===== src/rtl/mem_port_arbiter.sv =====
// Shares one data-memory port between the two M-stage lanes, lane 0 first, freezing the pipe meanwhile.
// Optional request timeout with sticky mem_err: define MEM_ARB_TIMEOUT_EN.
module mem_port_arbiter #(
   parameter int AW = 32,
   parameter int DW = 32
`ifdef MEM_ARB_TIMEOUT_EN
   ,
   parameter int TIMEOUT_CYCLES = 255
`endif
) (
   input  logic          clk,
   input  logic          reset,
   input  logic [3:0]    mem_ctrl_m0,
   input  logic [AW-1:0] aluout_m0,
   input  logic [DW-1:0] writedata_m0,
   input  logic [3:0]    mem_ctrl_m1,
   input  logic [AW-1:0] aluout_m1,
   input  logic [DW-1:0] writedata_m1,
   output logic          pipe_enable,
   output logic          mem_req,
   output logic          mem_we,
   output logic [1:0]    mem_size,
   output logic [AW-1:0] mem_addr,
   output logic [DW-1:0] mem_wdata,
   input  logic          mem_ack,
   input  logic [DW-1:0] mem_rdata,
   output logic [DW-1:0] rdata0,
   output logic [DW-1:0] rdata1,
   output logic          rdata_valid,
   output logic          mem_err,
   output logic [1:0]    dbg_state_o
);

   typedef enum logic [1:0] {
      IDLE = 2'd0,
      REQ0 = 2'd1,
      REQ1 = 2'd2,
      DONE = 2'd3
   } state_t;

   state_t        state_q, state_d;
   logic          req_q, req_d;
   logic          we_q, we_d;
   logic [1:0]    size_q, size_d;
   logic [AW-1:0] addr_q, addr_d;
   logic [DW-1:0] wdata_q, wdata_d;
   logic [DW-1:0] rdata0_q, rdata0_d;
   logic [DW-1:0] rdata1_q, rdata1_d;
   logic          need0, need1;
   logic          timeout_hit;

   assign need0 = mem_ctrl_m0[0] | mem_ctrl_m0[1];
   assign need1 = mem_ctrl_m1[0] | mem_ctrl_m1[1];

`ifdef MEM_ARB_TIMEOUT_EN
   localparam logic [7:0] TO_LIM = 8'(TIMEOUT_CYCLES - 1);
   logic [7:0] cnt_q, cnt_d;
   logic       err_q, err_d;

   // Counter runs only while a request waits; any ack or state change restarts it.
   always_comb begin
      timeout_hit = ((state_q == REQ0) || (state_q == REQ1)) && !mem_ack && (cnt_q == TO_LIM);
      cnt_d       = 8'd0;
      err_d       = err_q | timeout_hit;
      if (((state_q == REQ0) || (state_q == REQ1)) && !mem_ack && !timeout_hit)
         cnt_d = cnt_q + 8'd1;
   end

   always_ff @(posedge clk or posedge reset) begin
      if (reset) begin
         cnt_q <= 8'd0;
         err_q <= 1'b0;
      end else begin
         cnt_q <= cnt_d;
         err_q <= err_d;
      end
   end

   assign mem_err = err_q;
`else
   assign timeout_hit = 1'b0;
   assign mem_err     = 1'b0;
`endif

   always_ff @(posedge clk or posedge reset) begin
      if (reset) state_q <= IDLE;
      else       state_q <= state_d;
   end

   always_comb begin
      state_d  = state_q;
      req_d    = req_q;
      we_d     = we_q;
      size_d   = size_q;
      addr_d   = addr_q;
      wdata_d  = wdata_q;
      rdata0_d = rdata0_q;
      rdata1_d = rdata1_q;
      case (state_q)
         IDLE: begin
            if (need0) begin
               state_d = REQ0;
               req_d   = 1'b1;
               we_d    = mem_ctrl_m0[1];
               size_d  = mem_ctrl_m0[3:2];
               addr_d  = aluout_m0;
               wdata_d = writedata_m0;
            end else if (need1) begin
               state_d = REQ1;
               req_d   = 1'b1;
               we_d    = mem_ctrl_m1[1];
               size_d  = mem_ctrl_m1[3:2];
               addr_d  = aluout_m1;
               wdata_d = writedata_m1;
            end
         end
         REQ0: begin
            if (mem_ack) begin
               if (!we_q) rdata0_d = mem_rdata;
               if (need1) begin
                  state_d = REQ1;
                  we_d    = mem_ctrl_m1[1];
                  size_d  = mem_ctrl_m1[3:2];
                  addr_d  = aluout_m1;
                  wdata_d = writedata_m1;
               end else begin
                  state_d = DONE;
                  req_d   = 1'b0;
               end
            end else if (timeout_hit) begin
               state_d = DONE;
               req_d   = 1'b0;
            end
         end
         REQ1: begin
            if (mem_ack) begin
               if (!we_q) rdata1_d = mem_rdata;
               state_d = DONE;
               req_d   = 1'b0;
            end else if (timeout_hit) begin
               state_d = DONE;
               req_d   = 1'b0;
            end
         end
         default: state_d = IDLE;
      endcase
   end

   always_ff @(posedge clk or posedge reset) begin
      if (reset) begin
         req_q    <= 1'b0;
         we_q     <= 1'b0;
         size_q   <= 2'b00;
         addr_q   <= '0;
         wdata_q  <= '0;
         rdata0_q <= '0;
         rdata1_q <= '0;
      end else begin
         req_q    <= req_d;
         we_q     <= we_d;
         size_q   <= size_d;
         addr_q   <= addr_d;
         wdata_q  <= wdata_d;
         rdata0_q <= rdata0_d;
         rdata1_q <= rdata1_d;
      end
   end

   always_comb begin
      pipe_enable = (state_q == DONE) || ((state_q == IDLE) && !need0 && !need1);
      rdata_valid = (state_q == DONE);
   end

   assign mem_req     = req_q;
   assign mem_we      = we_q;
   assign mem_size    = size_q;
   assign mem_addr    = addr_q;
   assign mem_wdata   = wdata_q;
   assign rdata0      = rdata0_q;
   assign rdata1      = rdata1_q;
   assign dbg_state_o = state_q;

endmodule


===== config.mk =====
export PLATFORM = sky130hd
export DESIGN_NAME = mem_port_arbiter
export DESIGN_NICKNAME = d
export VERILOG_FILES = /design/src/rtl/mem_port_arbiter.sv
export SDC_FILE = /design/constraint.sdc
export NUM_CORES = 1
export LEC_CHECK = 0
export CORE_MARGIN = 2
export CORE_UTILIZATION = 41
export CTS_CLUSTER_DIAMETER = 100
export DETAILED_ROUTE_END_ITERATION = 8
export PLACE_DENSITY_LB_ADDON = 0.12
export SETUP_SLACK_MARGIN = 0.02
export SLEW_MARGIN = 25
export SYNTH_ARGS = -nofsm -noshare
export SYNTH_HDL_FRONTEND = slang
export SYNTH_SLANG_ARGS = --single-unit

===== constraint.sdc =====
create_clock -name clk -period 6.4 [get_ports clk]
set_input_delay 1.28 -clock clk [delete_from_list [all_inputs] [get_ports clk]]
set_output_delay 1.28 -clock clk [all_outputs]
set_load 0.1 [all_outputs]

==> results.rst <==
.. list-table::
   :header-rows: 1

   * - Metric
     - Value
   * - Hold path start
     - rdata1[27]
   * - Synthesized-area fraction occupied by adder cells
     - 1.17%
   * - Multiplexer area fraction after synthesis
     - 22.1%
   * - Maximum number of pins on one net before global-route repair
     - 92
   * - Buffers inserted during post-CTS setup optimization
     - 0
   * - Setup Viol. Count Final
     - 0
   * - Count of different cell masters after synthesis
     - 32
   * - Capture point of the worst reg-to-reg path
     - mem_wdata[31]
   * - Iteration-0 DRC Markers
     - 201
   * - Number of cell instances on the worst register-to-register path
     - 7
   * - Starting density of the core
     - 42.0%
   * - Floorplan Core Area
     - 15300 sq um
   * - Number of synthesized flops with an enable pin
     - 0
   * - Outcome
     - completed
   * - Basic-gate share of the synthesized area counting and, or, nand and nor cells
     - 1.06%
   * - Nets in the synthesized netlist
     - 660
   * - Detailed Routing Iterations Pass 1
     - 5
   * - Number of vias after detailed routing
     - 5074
   * - Crit path launch type
     - input pin
   * - Cell-by-cell listing of the critical path
     - clkdlybuf4s50_1, nor3b_2, a21o_1, clkdlybuf4s50_1
   * - Worst reg2reg path startpoint
     - dbg_state_o[1]
   * - Worst clock skew
     - 0.0132 ns
   * - H-tree levels
     - 4
   * - Number of antenna-violating nets in the routed design
     - 0
   * - Uppermost layer routed
     - met4
   * - Hold WC Path Type
     - reg -> reg
   * - Clock Pin Slew Worst Setup and Hold Paths
     - 0.05 ns
   * - Number of inserted diodes
     - 0
   * - Hold_ws
     - 0.485 ns
   * - Highest net fanout along the worst path
     - 5
   * - Total Die Area
     - 16600 sq um
   * - Number of global-route vias before repair
     - 5484
   * - Gates resized, CTS repair
     - 0
   * - Total count of hold-check failures in the final report
     - 0
   * - Mapped Avg Cell Area
     - 13.3 sq um
   * - Post-layout nets
     - 947
   * - RSZ-0062 raised after global routing
     - no
   * - Worst slew slack as a fraction of its limit
     - 27.4%
   * - Synth Area in XOR/XNOR
     - 0%
   * - Hold Crit Endpoint
     - rdata1[27]
   * - Site Rows
     - 45
   * - Port bufs
     - 306
   * - Flip-flop and latch count after synthesis
     - 134
   * - Share of async-settable or async-resettable flops after synthesis
     - 100%
   * - Antenna violations before repair
     - 0
   * - Stage delay of the slowest cell on the critical path
     - 1.16 ns
   * - Dominant register cell in the synthesized netlist
     - dfrtp_1
   * - Routed length on met1
     - 7510 um
   * - Buffer cell driving the clock tree root
     - clkbuf_16
   * - Sequential element share of the synthesized area
     - 52.4%
   * - Proportion of layout cells with a drive suffix above 1
     - 6.26%
   * - Time the worst path needs with I/O delays and setup
     - 4.80 ns
   * - CP arrival
     - 3.52 ns
   * - CP required
     - 5.12 ns
   * - Standard cell with the maximum stage delay on the critical path
     - clkdlybuf4s50_1
   * - Max-cap viol count
     - 0
   * - Total routing usage reported by global routing
     - 22.9%
   * - Die X-Extent
     - 129 um
   * - DR vias/cell
     - 5.10
   * - Tightest Pin Transition
     - 1.09 ns
   * - Count of clock tree sinks
     - 134
   * - Final Routed Wirelength
     - 19100 um
   * - Maximum achievable frequency
     - 0.208 GHz
   * - Total of fill cells in the finished design
     - 1192
   * - Most numerous cell on the critical path
     - clkdlybuf4s50_1
   * - Synthesis Warnings
     - 0
   * - Final standard cell utilization of the core
     - 66.1%
   * - Number of top-level design ports
     - 308
   * - Share of the synthesized area in compound gates (AO/OA/AOI/OAI)
     - 18.5%
   * - CTS tree
     - built
   * - Met3 Wirelength
     - 1780 um
   * - Post-DP HPWL
     - 13400 um
   * - Clock latency at the later pin of the worst-skew pair
     - 0.41 ns
   * - Global placement routability congestion
     - 0.887
   * - Number of cells on the worst hold path
     - 1
   * - Routed length on met2
     - 9400 um
   * - Leading cell types in the layout, fill and taps excluded
     - clkdlybuf4s50_1, dfrtp_1, mux2i_1
   * - Area overhead of the layout relative to synthesis
     - 57.5%
   * - Global-route wire length before repair
     - 29300 um
   * - Main combinational cell family by area after synthesis
     - multiplexers
   * - Longest Clk Path Bufs
     - 2
   * - Number of instances in the synthesized netlist
     - 483
   * - Remaining DRCs
     - 0
   * - Count of hold buffers inserted by post-cts repair
     - 0
   * - Overflow after GRT
     - 0
   * - Post-placement cell area
     - 9530 sq um
   * - Chip Height
     - 129 um
   * - Summed negative setup slack over all endpoints
     - 0 ns
   * - Number of CTS-inserted buffers
     - 17
   * - Register-to-register path setup slack
     - 3.61 ns
   * - Average wire length per cell after detail routing
     - 19.2 um
   * - Cell area after layout
     - 10100 sq um
   * - Tcrit/Tclk final
     - 75.0%
   * - Category of the worst setup path capture point
     - primary output
   * - Number of slew-limit violations in the final report
     - 0
   * - Worst Path Class, Setup
     - in -> out
   * - Most common library cell in the layout ignoring fill and taps
     - clkdlybuf4s50_1
   * - Cell area after synthesis
     - 6400 sq um
logic make-up (layout without fill, tap and decap cells):
group                    Yosys count  after routing
other                              1              1
flip-flops                       134            134
buffers and inverters             51            351
AND/OR/NAND/NOR                   10             10
multiplexers                     133            133
AO/OA/AOI/OAI                    148            148
adder cells (fa/ha/maj)            6              6
layer usage:
layer,track usage [%],vias to the layer above
met5,0,-
met4,7.35,0
met3,9.69,24
met2,39.3,199
met1,25.8,2478
li1,-,2373
synth_stat cells, drive strengths merged, types with 2 or more instances:
library cell / count / area share (%)
inv: 6 / 0.35
nand3: 2 / 0.16
o211ai: 2 / 0.23
ha: 6 / 1.2
o21ai: 2 / 0.16
o21bai: 3 / 0.35
o2bb2ai: 66 / 9.0
a21o: 4 / 0.47
mux2: 65 / 11
dfrtp: 134 / 52
clkbuf: 13 / 0.76
o21a: 66 / 7.7
nor3b: 3 / 0.43
buf: 32 / 3.7
a21oi: 2 / 0.16
mux2i: 68 / 11
sequential cells by signal (all words and copies together) (netlist names):
register	cells
rdata0	32
rdata1	32
mem_req	1
mem_addr	32
mem_wdata	32
dbg_state_o	2
mem_we	1
mem_size	2
layout make-up:
type	count	area [sq um]	share of cell area (%)
clock buffers	19	433	4.29
clock inverters	13	123	1.22
inverters	6	27.5	0.273
multi-input cells	298	2780	27.6
flip-flops and latches	134	3350	33.2
well taps	211	264	2.62
repair buffers	313	3110	30.8
worst max-delay path: cells and delay by family:
kind	cells	cell delay, ns
buf+inv	2	1.67
simple gates	1	0.39
compound gates	1	0.17
worst max-delay path by stage:
stage | start | to | cells after the start
floorplan | reset | dbg_state_o[0] | 1
global placement | mem_ctrl_m0[1] | pipe_enable | 4
detailed placement | mem_ctrl_m0[1] | pipe_enable | 4
CTS | mem_ctrl_m0[1] | pipe_enable | 4
global route | mem_ctrl_m0[1] | pipe_enable | 4
finish | mem_ctrl_m0[1] | pipe_enable | 4
stage by stage:
stage	worst slack (ns)	std cells
4_1_cts	1.61	994
2_1_floorplan	1.54	483
5_1_grt	1.52	994
6_report	1.60	994
3_5_place_dp	1.62	962
3_3_place_gp	1.63	962
Power is left out: the tool's default activity adds up to more than one toggle a clock period on the data nets, which glitch-free logic cannot reach.
